File: src/rtl/sram_array_ctrl.sv
`default_nettype none
// ============================================================================
// Module   : sram_array_ctrl
// Brief    : Access controller for the compiled SRAM macro. Accepts read and
//            write requests over a valid/ready port, sequences the macro's
//            write-enable and sense-enable timing (one operation in flight),
//            and returns read data through a single-entry response register.
// Revision : 1.0 - initial release
// ============================================================================
module sram_array_ctrl #(
  parameter int ADDR_W       = 10,
  parameter int DATA_W       = 64,
  parameter int WR_CYCLES    = 1,
  parameter int SENSE_CYCLES = 2
) (
  input  logic              clk,
  input  logic              rst_n,
  // request port
  input  logic              req_valid_i,
  output logic              req_ready_o,
  input  logic              req_write_i,
  input  logic [ADDR_W-1:0] req_addr_i,
  input  logic [DATA_W-1:0] req_wdata_i,
  // response port
  output logic              rsp_valid_o,
  input  logic              rsp_ready_i,
  output logic [DATA_W-1:0] rsp_rdata_o,
  // status
  output logic              wr_done_o,
  output logic              busy_o,
  // macro pins
  output logic [ADDR_W-1:0] arr_addr_o,
  output logic [DATA_W-1:0] arr_din_o,
  input  logic [DATA_W-1:0] arr_dout_i,
  output logic              arr_write_en_o,
  output logic              arr_sense_en_o
);

  localparam int MAX_CYC = (WR_CYCLES > SENSE_CYCLES) ? WR_CYCLES : SENSE_CYCLES;
  localparam int CNT_W   = $clog2(MAX_CYC + 1);

  localparam logic [CNT_W-1:0] c_wr_last    = CNT_W'(WR_CYCLES);
  localparam logic [CNT_W-1:0] c_sense_last = CNT_W'(SENSE_CYCLES);
  localparam logic [CNT_W-1:0] c_cnt_one    = CNT_W'(1);

  typedef enum logic [1:0] {
    ST_IDLE  = 2'd0,
    ST_WRITE = 2'd1,
    ST_SENSE = 2'd2
  } state_e;

  state_e              state_q;
  logic [CNT_W-1:0]    cnt_q;
  logic [CNT_W-1:0]    cnt_d;
  logic [ADDR_W-1:0]   arr_addr_q;
  logic [DATA_W-1:0]   arr_din_q;
  logic                arr_write_en_q;
  logic                arr_sense_en_q;
  logic                wr_done_q;
  logic                rsp_valid_q;
  logic [DATA_W-1:0]   rsp_rdata_q;
  logic                accept;

  // The response slot is free either when empty or when being drained this cycle.
  assign req_ready_o = (state_q == ST_IDLE) && (!rsp_valid_q || rsp_ready_i);
  assign accept      = req_valid_i && req_ready_o;
  assign cnt_d       = cnt_q + c_cnt_one;

  assign rsp_valid_o    = rsp_valid_q;
  assign rsp_rdata_o    = rsp_rdata_q;
  assign wr_done_o      = wr_done_q;
  assign busy_o         = (state_q != ST_IDLE);
  assign arr_addr_o     = arr_addr_q;
  assign arr_din_o      = arr_din_q;
  assign arr_write_en_o = arr_write_en_q;
  assign arr_sense_en_o = arr_sense_en_q;

  // Operation sequencer: accepts requests, times the macro enables, captures read data.
  always_ff @(posedge clk or negedge rst_n) begin
    if (!rst_n) begin
      state_q        <= ST_IDLE;
      cnt_q          <= '0;
      arr_addr_q     <= '0;
      arr_din_q      <= '0;
      arr_write_en_q <= 1'b0;
      arr_sense_en_q <= 1'b0;
      wr_done_q      <= 1'b0;
      rsp_valid_q    <= 1'b0;
      rsp_rdata_q    <= '0;
    end else begin
      wr_done_q <= 1'b0;

      // A consumed response clears; a read completing below on this edge reloads it.
      if (rsp_valid_q && rsp_ready_i) begin
        rsp_valid_q <= 1'b0;
      end

      unique case (state_q)
        ST_IDLE: begin
          if (accept) begin
            arr_addr_q <= req_addr_i;
            arr_din_q  <= req_wdata_i;
            cnt_q      <= c_cnt_one;
            if (req_write_i) begin
              state_q        <= ST_WRITE;
              arr_write_en_q <= 1'b1;
              wr_done_q      <= (WR_CYCLES == 1);
            end else begin
              state_q        <= ST_SENSE;
              arr_sense_en_q <= 1'b1;
            end
          end
        end

        ST_WRITE: begin
          if (cnt_q == c_wr_last) begin
            arr_write_en_q <= 1'b0;
            state_q        <= ST_IDLE;
          end else begin
            cnt_q     <= cnt_d;
            wr_done_q <= (cnt_d == c_wr_last);
          end
        end

        ST_SENSE: begin
          if (cnt_q == c_sense_last) begin
            arr_sense_en_q <= 1'b0;
            rsp_rdata_q    <= arr_dout_i;
            rsp_valid_q    <= 1'b1;
            state_q        <= ST_IDLE;
          end else begin
            cnt_q <= cnt_d;
          end
        end

        default: begin
          state_q        <= ST_IDLE;
          arr_write_en_q <= 1'b0;
          arr_sense_en_q <= 1'b0;
        end
      endcase
    end
  end

endmodule
`default_nettype wire

File: config.mk
export PLATFORM = sky130hd
export DESIGN_NAME = sram_array_ctrl
export DESIGN_NICKNAME = d
export VERILOG_FILES = /design/src/rtl/sram_array_ctrl.sv
export SDC_FILE = /design/constraint.sdc
export NUM_CORES = 1
export LEC_CHECK = 0
export ABC_AREA = 1
export BUFFER_PORTS_ARGS = -buffer_cell sky130_fd_sc_hd__buf_2
export CAP_MARGIN = 25
export CORE_MARGIN = 1
export CORE_UTILIZATION = 41
export DETAILED_ROUTE_END_ITERATION = 7
export PLACE_DENSITY = 0.76
export SETUP_SLACK_MARGIN = 0.5
export SYNTH_ARGS = -nofsm -noshare
export SYNTH_HDL_FRONTEND = slang
export SYNTH_SLANG_ARGS = --single-unit
File: constraint.sdc
create_clock -name clk -period 1.5 [get_ports clk]
set_input_delay 0.225 -clock clk [delete_from_list [all_inputs] [get_ports clk]]
set_output_delay 0.225 -clock clk [all_outputs]
set_load 0.005 [all_outputs]
==> results list, run 1 <==
* Yosys Warn Count: 0
- In the routed design, unresolved DRC markers number 0.
* Design Power: 21.0 mW
- Clock tree synthesis inserted a total of 17 buffers.
- Initial Utilization: 42.5%
- Yosys cell types: 20
- The die is 120 um wide.
- The critical path is of the reg -> reg type.
- The layout has 713 filler cells.
- Synthesized net count: 798
- Setup repair after global routing could not meet its margin everywhere.
- Number of flip-flops and latches in the synthesized netlist: 146
- Maximum level of the CTS H-tree: 4
- For this block, the initial DRC count from the detailed router was 465.
* Proportion of netlist area held by the largest area contributor: 64.1%
* Leakage power figure: 5.99 nW
- Compared with the post-synthesis result, the final layout area differs by 90.6%.
- Worst-case setup margin in the final layout: -109 ps
* Fraction of layout instances using a drive strength above 1: 46.4%
- Mapped cell area: 5700 um2
* Fin nets: 1292
- Excluding fillers, the count of instances in the completed layout stands at 1334.
- For this design the ratio of total power to cell area is 1940 nW/um2.
- Number of iterations in the first detailed-routing pass: 5
* Number of vias in the routed layout: 6481
* Startpoint type of the worst setup path: flop
- Counting along the longest clock path gives a buffer depth of 2.
- Slew @ Worst Pin: 447 ps
- Per-cell via count in the routed design: 4.86
- Clock latency on the worst-skew pair: 420 ps
* Die area: 14400 um2
- Routability-driven placement finished with a final weighted congestion of 0.839.
- The first global-routing pass estimated 30.8 mm of wire.
- Class of the worst hold path: in -> reg
* Highest clock frequency the design can meet: 622 MHz
- Of all nets on the critical path, the largest fanout is 7.
* GRT Overall Usage: 28.1%
- In this run the tightest slew margin relative to its limit is 70.2%.
- In the post-synthesis netlist, the biggest area contributors are sky130_fd_sc_hd__dfrtp_1 (64%), sky130_fd_sc_hd__nand2_1 (29%), sky130_fd_sc_hd__ha_1 (1.5%).
- sky130_fd_sc_hd__dfrtp_1 takes more of the synthesized area than any other cell.
* Final Hold Fails: 0
- Syn_area_per_cell: 8.79 um2
* Synth Instances: 648
- On the final layout, the worst hold slack is 6.41 ps.
- Entering global routing, the biggest net connects 44 pins.
- Sequential cells were found to cover 64.1% of the synthesized design area.
- Number of antenna violations at the first check in global routing: 2
* Port-buffer cells: 286
- Arrival time worst endpoint: 1910 ps
- Result of the run: finished with violations
* Wire length per cell: 17.4 um
- VDD sags by at most 1.12 mV.
- The floorplan step defined a core boundary enclosing 13400 um2.
- Layout Utilization: 81.0%
- Buffer type at the clock tree root: sky130_fd_sc_hd__clkbuf_16
* Violations in the final reports: negative setup slack
* Inst Count DP: 1095
* Clock Pin Slew Worst Setup and Hold Paths: 60 ps
- Required time of the worst setup path: 1810 ps
- Max Clock Skew: 6.67 ps
- Portion of the clock cycle consumed by the worst path in the final layout: 107%
- Clock tree from TritonCTS: yes
- Across the run, the number of max-cap violations was 0.
- Crit. End Element: flop
* Minimum period implied by the final worst setup slack: 1610 ps
- The count of final max-slew check failures came to 0.
- Number of clock sinks: 146
* Pre-CTS setup slack: 25.0 ps
- Once detail routing completed, the nets flagged for antenna violations numbered 0.
* Post-detailed-placement half-perimeter wirelength: 10.6 mm
* Final routed wirelength across all metal layers: 23.2 mm
- Setup violations remaining at the end of the flow were counted as 77.
- After global routing the overflow that remains totals 0.
* Via count of the first global-routing pass: 6123
- In this run the core area contains 42 standard-cell rows.
- The floorplan step set the die height to 120 um.
* Io pins: 287
through the flow:
step	TNS, ps	instance area (um2)
after global placement	0	7400
after detailed placement	0	7400
after global routing	-8700	10900
after floorplan	0	5830
after CTS	-625	9650
final	-3050	10900
critical path, cell delays in order, from the launching register on:
cell and delay [ps]:
sky130_fd_sc_hd__dfrtp_1 370, sky130_fd_sc_hd__inv_2 60, sky130_fd_sc_hd__ha_4 180, sky130_fd_sc_hd__inv_4 70
sky130_fd_sc_hd__nor2_4 40, sky130_fd_sc_hd__buf_6 130, sky130_fd_sc_hd__nand2_8 100, sky130_fd_sc_hd__clkinv_8 90
sky130_fd_sc_hd__buf_12 150, sky130_fd_sc_hd__clkbuf_16 160, sky130_fd_sc_hd__nand2_1 80, sky130_fd_sc_hd__nand2_1 60
what timing repair did:
action / in CTS / in global routing
gates cloned: 14 / 9
hold buffers: 94 / 0
endpoints found under the hold margin: 128 / 0
buffers inserted: 12 / 75
pin swaps: 4 / 22
setup endpoints to repair: 290 / 290
gates resized for setup: 47 / 110
power by group:
| part | total (mW) | switching (mW) | leakage (nW) | internal [mW] |
|---|---|---|---|---|
| Sequential | 6.90 | 1.07 | 1.72 | 5.83 |
| Clock | 4.56 | 1.68 | 0.307 | 2.88 |
| Combinational | 9.56 | 4.52 | 3.96 | 5.04 |
sequential cells by signal, summed over array words and instances (netlist names):
signal and count:
cnt_q 2, arr_write_en_o 1, rsp_valid_o 1, wr_done_o 1
arr_sense_en_o 1, arr_din_o 64, state_q 2, arr_addr_o 10
rsp_rdata_o 64
logic make-up (layout without fill, tap and decap cells):
family / after synthesis / after routing / share of synthesized area, %
other: 0 / 3 / 0
DFF: 146 / 146 / 64.1
and+or+nand+nor: 443 / 443 / 29.6
adders and majority gates: 7 / 7 / 1.54
buffers and inverters: 43 / 550 / 3.93
AOI/OAI and AO/OA: 9 / 9 / 0.835
Yosys cell counts:
cell                       count
sky130_fd_sc_hd__ha_1          7
sky130_fd_sc_hd__buf_2         8
sky130_fd_sc_hd__buf_6         7
sky130_fd_sc_hd__nor2_2        1
sky130_fd_sc_hd__nor2_1        1
sky130_fd_sc_hd__or2_2         1
sky130_fd_sc_hd__dfrtp_1     146
sky130_fd_sc_hd__a21oi_1       1
sky130_fd_sc_hd__o21bai_1      1
sky130_fd_sc_hd__inv_1        11
sky130_fd_sc_hd__inv_2         2
sky130_fd_sc_hd__nand2_2       1
sky130_fd_sc_hd__o21ai_0       7
sky130_fd_sc_hd__nor3b_1       1
sky130_fd_sc_hd__nand3b_1      1
sky130_fd_sc_hd__nand4_1       1
sky130_fd_sc_hd__clkbuf_1      8
sky130_fd_sc_hd__nand2_1     433
sky130_fd_sc_hd__nand3_1       3
sky130_fd_sc_hd__buf_1         7
final timing paths:
path / from / endpoint / slack [ps] / cells past startpoint
worst max-delay path: state_q[0]$_DFFE_PN0P_ / arr_addr_o[5]$_DFFE_PN0P_ / -110 / 11
max in group asynchronous: rst_n / rsp_rdata_o[28]$_DFFE_PN0N_ / 620 / 3
worst max register to register: state_q[0]$_DFFE_PN0P_ / arr_addr_o[5]$_DFFE_PN0P_ / -110 / 11
worst min-delay path: req_wdata_i[30] / arr_din_o[30]$_DFFE_PN0P_ / 6 / 3
min in group asynchronous: rst_n / rsp_rdata_o[56]$_DFFE_PN0N_ / 330 / 2
worst min register to register: rsp_rdata_o[52]$_DFFE_PN0N_ / rsp_rdata_o[52]$_DFFE_PN0N_ / 470 / 2
cells in the final DEF (no fill, tap or decap):
master                          synthesis  routed
sky130_fd_sc_hd__or2_4                  0       1
sky130_fd_sc_hd__nand2_1              433     356
sky130_fd_sc_hd__nand4_1                1       1
sky130_fd_sc_hd__buf_16                 0      16
sky130_fd_sc_hd__buf_2                  8     281
sky130_fd_sc_hd__bufinv_16              0       4
sky130_fd_sc_hd__ha_2                   0       1
sky130_fd_sc_hd__a21oi_1                1       1
sky130_fd_sc_hd__buf_4                  0      80
sky130_fd_sc_hd__o21bai_2               0       1
sky130_fd_sc_hd__clkinv_8               0       2
sky130_fd_sc_hd__nand2_8                0       2
sky130_fd_sc_hd__inv_2                  2       2
sky130_fd_sc_hd__nand2_2                1      55
sky130_fd_sc_hd__inv_6                  0       1
sky130_fd_sc_hd__o21ai_1                0       4
sky130_fd_sc_hd__buf_8                  0       3
sky130_fd_sc_hd__nand3_2                0       1
sky130_fd_sc_hd__buf_12                 0      16
sky130_fd_sc_hd__buf_6                  7       7
sky130_fd_sc_hd__dfrtp_1              146     146
sky130_fd_sc_hd__dlygate4sd3_1          0      94
sky130_fd_sc_hd__nand3b_1               1       1
sky130_fd_sc_hd__clkinv_2               0       2
sky130_fd_sc_hd__inv_1                 11       7
sky130_fd_sc_hd__clkinvlp_4             0       2
sky130_fd_sc_hd__nand2_4                0      21
sky130_fd_sc_hd__clkbuf_16              0      24
sky130_fd_sc_hd__ha_4                   0       3
sky130_fd_sc_hd__diode_2                0       3
sky130_fd_sc_hd__nor2_4                 0       2
sky130_fd_sc_hd__o21ai_0                7       3
sky130_fd_sc_hd__ha_1                   7       3
sky130_fd_sc_hd__nor3b_4                0       1
sky130_fd_sc_hd__clkbuf_1               8       1
sky130_fd_sc_hd__nand3_1                3       2
sky130_fd_sc_hd__inv_4                  0       2
sky130_fd_sc_hd__clkbuf_8               0       2
sky130_fd_sc_hd__bufbuf_16              0       1
sky130_fd_sc_hd__clkinv_4               0       3
routing by layer:
| layer | track usage (%) | routed length [um] |
|---|---|---|
| met1 | 32.7 | 8590 |
| met2 | 49.1 | 11900 |
| met4 | 13.6 | 1110 |
| met5 | 0 | 0 |
| met3 | 6.13 | 1610 |
final cells by class:
| cell class | instances | area (um2) | share of cell area, % |
|---|---|---|---|
| antenna | 3 | 7.51 | 0.0691 |
| multi-input combinational | 459 | 2220 | 20.4 |
| sequential | 146 | 3650 | 33.7 |
| inverter | 13 | 78.8 | 0.726 |
| timing repair buffer | 505 | 4040 | 37.2 |
| tap | 176 | 220 | 2.03 |
| clock buffer | 20 | 457 | 4.21 |
| clock inverter | 12 | 180 | 1.66 |
(Power assumes the default switching activity.)
==> inputs of run 2 (changes only) <==
CELL_PAD_IN_SITES_DETAIL_PLACEMENT = 0   (was unset)
CELL_PAD_IN_SITES_GLOBAL_PLACEMENT = 2   (was unset)
CORE_UTILIZATION = 25   (was 41)
PLACE_DENSITY = 0.8   (was 0.76)
SKIP_LAST_GASP = 1   (was unset)
clock period = 1.75 ns   (was 1.5 ns; I/O delays follow)
==> run 2 against run 1 <==
Compared with the run above: the run now ends clean; final area down 12%; worst hold slack better by 23 ps; critical path depth shrank 6; setup slack gained 330 ps; global-route usage shrank 11 points; clock-buffer cell count is 1 lower; flip-flop and latch count unchanged; clock skew rose by 13 ps; combinational power is 30% lower; largest cell class is now registers; highest routed layer unchanged.
==> results list, run 2 (synthesized netlist as in run 1, its figures left out) <==
* Maximum buffer depth of the clock tree: 2 (unchanged)
- The number of cells in the finished layout apart from fillers is 1279 (was 1334).
* Max Clock Skew: 20.2 ps (was 6.67 ps)
- R2R cell count: 10 (was 11)
- First-pass GRT wire length: 30.7 mm (was 30.8 mm)
- The total design power came to 16.1 mW (was 21.0 mW).
- The worst path uses 87.5% of the clock period.
- Highest-count cells in the layout ignoring fill and taps: sky130_fd_sc_hd__nand2_1 (347), sky130_fd_sc_hd__buf_2 (284), sky130_fd_sc_hd__dfrtp_1 (146) (was sky130_fd_sc_hd__nand2_1 (356), sky130_fd_sc_hd__buf_2 (281), sky130_fd_sc_hd__dfrtp_1 (146)).
- Layout Utilization: 43.0% (was 81.0%)
* Inst Count DP: 1192 (was 1095)
- The total grt overflow is 0 (unchanged).
- Cell depth of the worst hold path: 3 (unchanged)
- The worst-case hold path end point is rsp_rdata_o[23]$_DFFE_PN0N_ (was arr_din_o[30]$_DFFE_PN0P_).
* Number of clock sinks: 146 (unchanged)
- Io pins: 287 (unchanged)
- Clock latency on the worst-skew pair: 420 ps (about the same)
* Maximum level of the CTS H-tree: 4 (unchanged)
- The number of port buffers was 286 (unchanged).
- The cell family with the largest share of critical-path delay is flip-flops (was buffers and inverters).
- Pre-CTS setup slack: -16.3 ps (was 25.0 ps)
- Startpoint type of the worst setup path: flop (unchanged)
* Buffers & Inverters on Critical Path: 3 (was 6)
- The clock root buffer is sky130_fd_sc_hd__clkbuf_16 (unchanged).
- Count of final max-slew check failures: 0 (unchanged)
- For this run, the top clock speed supported by timing is 653 MHz.
- Final weighted congestion in routability-driven placement: 0.749 (was 0.839)
* Most common library cell in the layout ignoring fill and taps: sky130_fd_sc_hd__nand2_1 (unchanged)
* Per-cell via count in the routed design: 4.20 (was 4.86)
- Biggest cell delay along the critical path: 390 ps (was 370 ps)
- Fin nets: 1134 (was 1292)
- The setup total negative slack is 0 ps (was -3050 ps).
- Result of the run: finished, final reports clean (was finished with violations)
* Arrival time worst endpoint: 1270 ps (was 1910 ps)
- Leakage power figure: 5.13 nW (was 5.99 nW)
* Largest net degree at the start of global routing: 55 (was 44)
- The data required time at the worst endpoint was 1490 ps (was 1810 ps).
* Core Rows: 54 (was 42)
- The finished layout cell area came to 9510 um2 (was 10900 um2).
- Placed instance area: 7450 um2 (was 7400 um2)
- The cell depth of the worst setup path was 5 (was 11).
- Class of the worst hold path: in -> reg (unchanged)
* Final setup fails: 0 (was 77)
- The synthesis-to-layout area growth is 66.9% (was 90.6%).
- The die outline area came to 23400 um2 (was 14400 um2).
- The residual DRC count is 0 (unchanged).
- The overall track demand over capacity in global routing is 17.5% (was 28.1%).
* Crit. End Element: output pin (was flop)
- The count of antenna-violating nets left after detailed routing came to 0 (unchanged).
- Hold_ws: 29.0 ps (was 6.41 ps)
- Final Hold Fails: 0 (unchanged)
- Worst vdd ir: 0.582 mV (was 1.12 mV)
- Via count of the first global-routing pass: 5122 (was 6123)
- The total half-perimeter wirelength after legalization and detailed placement came to 11.5 mm (was 10.6 mm).
* Wire length per cell: 16.7 um (was 17.4 um)
* Slew @ Worst Pin: 320 ps (was 447 ps)
- Pwr per Cell Area: 1690 nW/um2 (was 1940 nW/um2)
* Fraction of layout instances using a drive strength above 1: 48.8% (was 46.4%)
- Critical path, cell by cell: inv_2 -> ha_4 -> inv_4 -> nor2_4 -> buf_6 (was inv_2 -> ha_4 -> inv_4 -> nor2_4 -> buf_6 -> nand2_8 -> clkinv_8 -> buf_12 -> clkbuf_16 -> nand2_1 -> nand2_1)
- TritonCTS buffer count: 17 (unchanged)
- The post-detailed-routing wire length was 21.4 mm (was 23.2 mm).
- Placeable core area: 22100 um2 (was 13400 um2)
* Maximum fanout along the worst path: 3 (was 7)
- Die boundary height: 153 um (was 120 um)
* Worst rel slew slack: 78.7% (was 70.2%)
- The overall die width came to 153 um (was 120 um).
* Type of the worst setup path: reg -> out (was reg -> reg)
- Minimum period implied by the final worst setup slack: 1530 ps
- The critical register-to-register path endpoint was arr_din_o[11]$_DFFE_PN0P_ (was arr_addr_o[5]$_DFFE_PN0P_).
* Unrepaired setup endpoints after global routing: yes (unchanged)
- Launch point of the worst reg-to-reg path: state_q[1]$_DFFE_PN0P_ (was state_q[0]$_DFFE_PN0P_)
- The critical path's slowest cell is sky130_fd_sc_hd__dfrtp_1 (unchanged).
- Max-Cap Viols: 0 (unchanged)
* Initial Utilization: 25.8% (was 42.5%)
* Number of antenna violations at the first check in global routing: 2 (unchanged)
* Number of vias in the routed layout: 5367 (was 6481)
* Startpoint of the worst hold path: arr_dout_i[23] (was req_wdata_i[30])
* Number of iterations in the first detailed-routing pass: 4 (was 5)
- The clock transition at the registers of the reported paths was 70 ps (was 60 ps).
- Initial DRC count: 223 (was 465)
- The flop-to-flop setup slack came to 230 ps (was -110 ps).
- Clock tree from TritonCTS: yes (unchanged)
- The final critical-path setup slack was 219 ps (was -109 ps).
[run 2: changes by cell type in the layout (fill, tap and decap cells not counted), sizes merged]
cell | before | now
dlygate4sd3 | 94 | 1
buf | 403 | 339
bufinv | 4 | 0
clkbuf | 27 | 24
clkinvlp | 2 | 4
inv | 12 | 14
bufbuf | 1 | 2
clkinv | 7 | 8
diode | 3 | 2
[run 2: final cells by class]
class                           count  area, um2
Inverter                           13       76.3
Multi-Input combinational cell    459       2320
Fill cell                        2214      12600
Antenna cell                        2       5.00
Sequential cell                   146       3650
Clock buffer                       19        443
Clock inverter                     13       86.3
Timing Repair Buffer              347       2570
Tap cell                          280        350
[run 2: worst max-delay path by stage]
stage / start / endpoint / slack, ps
after floorplan: state_q[1]$_DFFE_PN0P_ / arr_addr_o[0]$_DFFE_PN0P_ / 350
after global placement: state_q[1]$_DFFE_PN0P_ / wr_done_o$_DFF_PN0_ / 20
after detailed placement: state_q[1]$_DFFE_PN0P_ / wr_done_o$_DFF_PN0_ / -20
after CTS: state_q[1]$_DFFE_PN0P_ / req_ready_o / 210
after global routing: state_q[1]$_DFFE_PN0P_ / arr_din_o[11]$_DFFE_PN0P_ / 140
final: state_q[1]$_DFFE_PN0P_ / req_ready_o / 220
[run 2: tightest hold or removal path: stages]
cell and delay, ps:
sky130_fd_sc_hd__buf_2 70, sky130_fd_sc_hd__nand2_1 40, sky130_fd_sc_hd__nand2_1 40
[run 2: power breakdown]
group          internal [mW]  switching, mW  total, mW  leakage, nW
Sequential              5.00           1.05       6.04         1.72
Combinational           3.43           3.27       6.70         3.15
Clock                   1.84           1.50       3.35        0.255
[run 2: repair_timing]
| item | CTS | global route |
|---|---|---|
| pin swaps | 2 | 59 |
| hold buffers | 1 | 0 |
| endpoints found under the setup margin | 148 | 150 |
| gates resized for setup | 30 | 151 |
| cloned | 17 | 6 |
| endpoints found under the hold margin | 19 | 0 |
| setup buffers | 19 | 10 |
[run 2: layer usage]
layer	track usage [%]	up-vias	wire length, um
met5	0	-	0
met4	6.20	0	320
met3	3.86	16	855
met2	28.2	152	10300
met1	23.2	2543	9910
li1	-	2656	-
==> inputs of run 3 (changes only) <==
CORE_MARGIN = 5   (was 1)
SETUP_SLACK_MARGIN = unset   (was 0.5)
==> run 3 against run 2 <==
Compared with the run above: global-route usage down 4.4 points; wire length decreased by 19%; core utilization shrank 7.0 points; cell count down 3.2%; clock-buffer cell count is the same; largest cell class unchanged; clock skew fell by 12 ps; via count decreased by 6.7%; worst hold slack improved by 13 ps.
==> results list, run 3 (synthesized netlist as in run 1, its figures left out) <==
- Result of the run: finished, final reports clean (unchanged).
* Most common library cell in the layout ignoring fill and taps: sky130_fd_sc_hd__nand2_1 (unchanged)
- The die span in y was 161 um (was 153 um).
- Pre-CTS setup slack: 59.3 ps (was -16.3 ps)
* Launch point of the worst reg-to-reg path: state_q[1]$_DFFE_PN0P_ (unchanged)
- Number of iterations in the first detailed-routing pass: 4 (unchanged)
* End of the worst register-to-register path: cnt_q[1]$_DFFE_PN0P_ (was arr_din_o[11]$_DFFE_PN0P_)
- Die boundary width: 161 um (was 153 um)
* Max Clock Skew: 7.71 ps (was 20.2 ps)
* Fin nets: 1089 (was 1134)
- DRC Markers: 0 (unchanged)
- The initial detailed-routing violation count was 298 (was 223).
* Die area: 25900 um2 (was 23400 um2)
- Area of the multi-input gates: 1840 um2 (was 2320 um2)
* R2R cell count: 8 (was 10)
- Number of antenna violations at the first check in global routing: 1 (was 2)
- The total grt overflow was 0 (unchanged).
* Number of clock sinks: 146 (unchanged)
- The maximum clock frequency is 609 MHz (was 653 MHz).
- Per-cell via count in the routed design: 4.05 (was 4.20)
- The number of port buffers was 286 (unchanged).
* Max-Cap Viols: 0 (unchanged)
* Worst-case setup margin in the final layout: 107 ps (was 219 ps)
* Post-detailed-placement half-perimeter wirelength: 12.3 mm (was 11.5 mm)
- The clock tree buffer depth was 2 (unchanged).
- The synthesis-to-layout area growth was 42.6% (was 66.9%).
* Slew @ Worst Pin: 478 ps (was 320 ps)
- Clock tree from TritonCTS: yes (unchanged)
- Maximum level of the CTS H-tree: 4 (unchanged)
- The data required time at the worst endpoint came to 1490 ps (about the same).
* Buffer type at the clock tree root: sky130_fd_sc_hd__clkbuf_16 (unchanged)
* Via count of the first global-routing pass: 5042 (was 5122)
- The final period demand of the worst path was 1640 ps (was 1530 ps).
- Final weighted congestion in routability-driven placement: 0.797 (was 0.749)
- Class of the worst hold path: in -> reg (unchanged)
* Initial Utilization: 25.2% (was 25.8%)
- Endpoint with the worst hold slack: rsp_rdata_o[2]$_DFFE_PN0N_ (was rsp_rdata_o[23]$_DFFE_PN0N_)
- The number of I/O pins is 287 (unchanged).
* Fraction of layout instances using a drive strength above 1: 35.7% (was 48.8%)
- Arrival time worst endpoint: 1380 ps (was 1270 ps)
- Clock latency on the worst-skew pair: 410 ps (was 420 ps)
* Design Power: 14.2 mW (was 16.1 mW)
- The pin count of the biggest net entering global routing was 66 (was 55).
* Crit. End Element: output pin (unchanged)
- The detailed-route wire length per cell is 14.0 um (was 16.7 um).
- GRT Overall Usage: 13.1% (was 17.5%)
- The maximum fanout along the worst path is 4 (was 3).
* Count of final max-slew check failures: 0 (unchanged)
- Worst vdd ir: 0.708 mV (was 0.582 mV)
- The power density over the cells was 1750 nW/um2 (was 1690 nW/um2).
- Portion of the clock cycle consumed by the worst path in the final layout: 93.9% (was 87.5%)
- Highest-count cells in the layout ignoring fill and taps: sky130_fd_sc_hd__nand2_1 (432), sky130_fd_sc_hd__buf_2 (285), sky130_fd_sc_hd__dfrtp_1 (146) (was sky130_fd_sc_hd__nand2_1 (347), sky130_fd_sc_hd__buf_2 (284), sky130_fd_sc_hd__dfrtp_1 (146)).
* Startpoint of the worst hold path: arr_dout_i[2] (was arr_dout_i[23])
- The post-detailed-routing wire length came to 17.4 mm (was 21.4 mm).
* Cell depth of the worst hold path: 3 (unchanged)
* TritonCTS buffer count: 17 (unchanged)
* Core Rows: 55 (was 54)
* Register-to-register path setup slack: 150 ps (was 230 ps)
- Worst rel slew slack: 68.1% (was 78.7%)
- The number of setup violations in the final report is 0 (unchanged).
* Fill cell total of the finished layout: 2373 (was 2214)
* First-pass GRT wire length: 27.3 mm (was 30.7 mm)
- The placeable core area came to 22600 um2 (was 22100 um2).
* Sequential standard cell area: 3650 um2 (unchanged)
- The clock transition at the registers of the reported paths is 70 ps (about the same).
- Leakage power figure: 4.60 nW (was 5.13 nW)
- Number of vias in the routed layout: 5009 (was 5367)
- The count of antenna-violating nets left after detailed routing came to 0 (unchanged).
- Unrepaired setup endpoints after global routing: yes (unchanged).
- Startpoint type of the worst setup path: flop (unchanged)
- The number of hold violations in the final report came to 0 (unchanged).
- The path type of the worst setup path was reg -> out (unchanged).
-- run 3: cell types whose count changed in the layout (fill, tap and decap cells not counted), moves of 6 or more --
cell                       before  now
sky130_fd_sc_hd__nand2_1      347  432
sky130_fd_sc_hd__nand2_2       54    2
sky130_fd_sc_hd__nand2_4       32    0
sky130_fd_sc_hd__clkinv_2       6    0
sky130_fd_sc_hd__buf_4         18    6
sky130_fd_sc_hd__buf_16        17    0
-- run 3: metrics by stage --
stage / hold slack (ps) / instance area (um2) / utilization (%) / setup TNS [ps] / std cells
CTS: 17.0 / 8090 / 35.8 / 0 / 1235
global route: 23.5 / 8120 / 36.0 / -3.44 / 1238
finish: 42.0 / 8120 / 36.0 / 0 / 1238
global placement: 232 / 7520 / 33.3 / 0 / 1202
detailed placement: 230 / 7520 / 33.3 / 0 / 1202
floorplan: -33.1 / 5700 / - / 0 / 648
-- run 3: how the worst max path moves through the flow --
stage                     slack, ps                   start                         to
after floorplan                 210  state_q[0]$_DFFE_PN0P_  arr_addr_o[0]$_DFFE_PN0P_
after global placement          100  state_q[0]$_DFFE_PN0P_        wr_done_o$_DFF_PN0_
after detailed placement         60  state_q[0]$_DFFE_PN0P_        wr_done_o$_DFF_PN0_
after CTS                        10  state_q[1]$_DFFE_PN0P_                req_ready_o
after global routing             -3  state_q[1]$_DFFE_PN0P_       cnt_q[1]$_DFFE_PN0P_
final                           110  state_q[1]$_DFFE_PN0P_                req_ready_o
-- run 3: report_power, final --
group	switching (mW)	internal [mW]
combinational	2.64	2.26
clock	1.53	1.98
sequential	0.810	4.99
total	4.98	9.23
-- run 3: final cells by class --
cell class,instances,area share (%)
inverters,13,0.601
multi-input cells,459,22.6
clock inverters,13,1.56
well taps,285,4.39
diodes,1,0.0308
flip-flops and latches,146,45.0
clock buffers,19,5.33
repair buffers,302,20.5
-- run 3: worst max-delay path, cell delays in order, from the launching register on --
cell and delay (ps):
sky130_fd_sc_hd__dfrtp_1 410, sky130_fd_sc_hd__inv_1 130, sky130_fd_sc_hd__ha_4 150, sky130_fd_sc_hd__inv_2 50, sky130_fd_sc_hd__nor2_4 110, sky130_fd_sc_hd__buf_2 130
-- run 3: timing repair --
item,CTS,global route
setup endpoints to repair,0,53
setup buffers,0,2
hold endpoints to repair,35,0
hold buffers,1,0
resized for setup,0,5
-- run 3: metal layers --
layer	up-vias	global-route usage, %	wire, um
met4	0	4.19	337
met1	2289	16.2	7480
met2	169	21.3	8210
met5	-	0	0
li1	2533	-	-
met3	18	5.08	1370
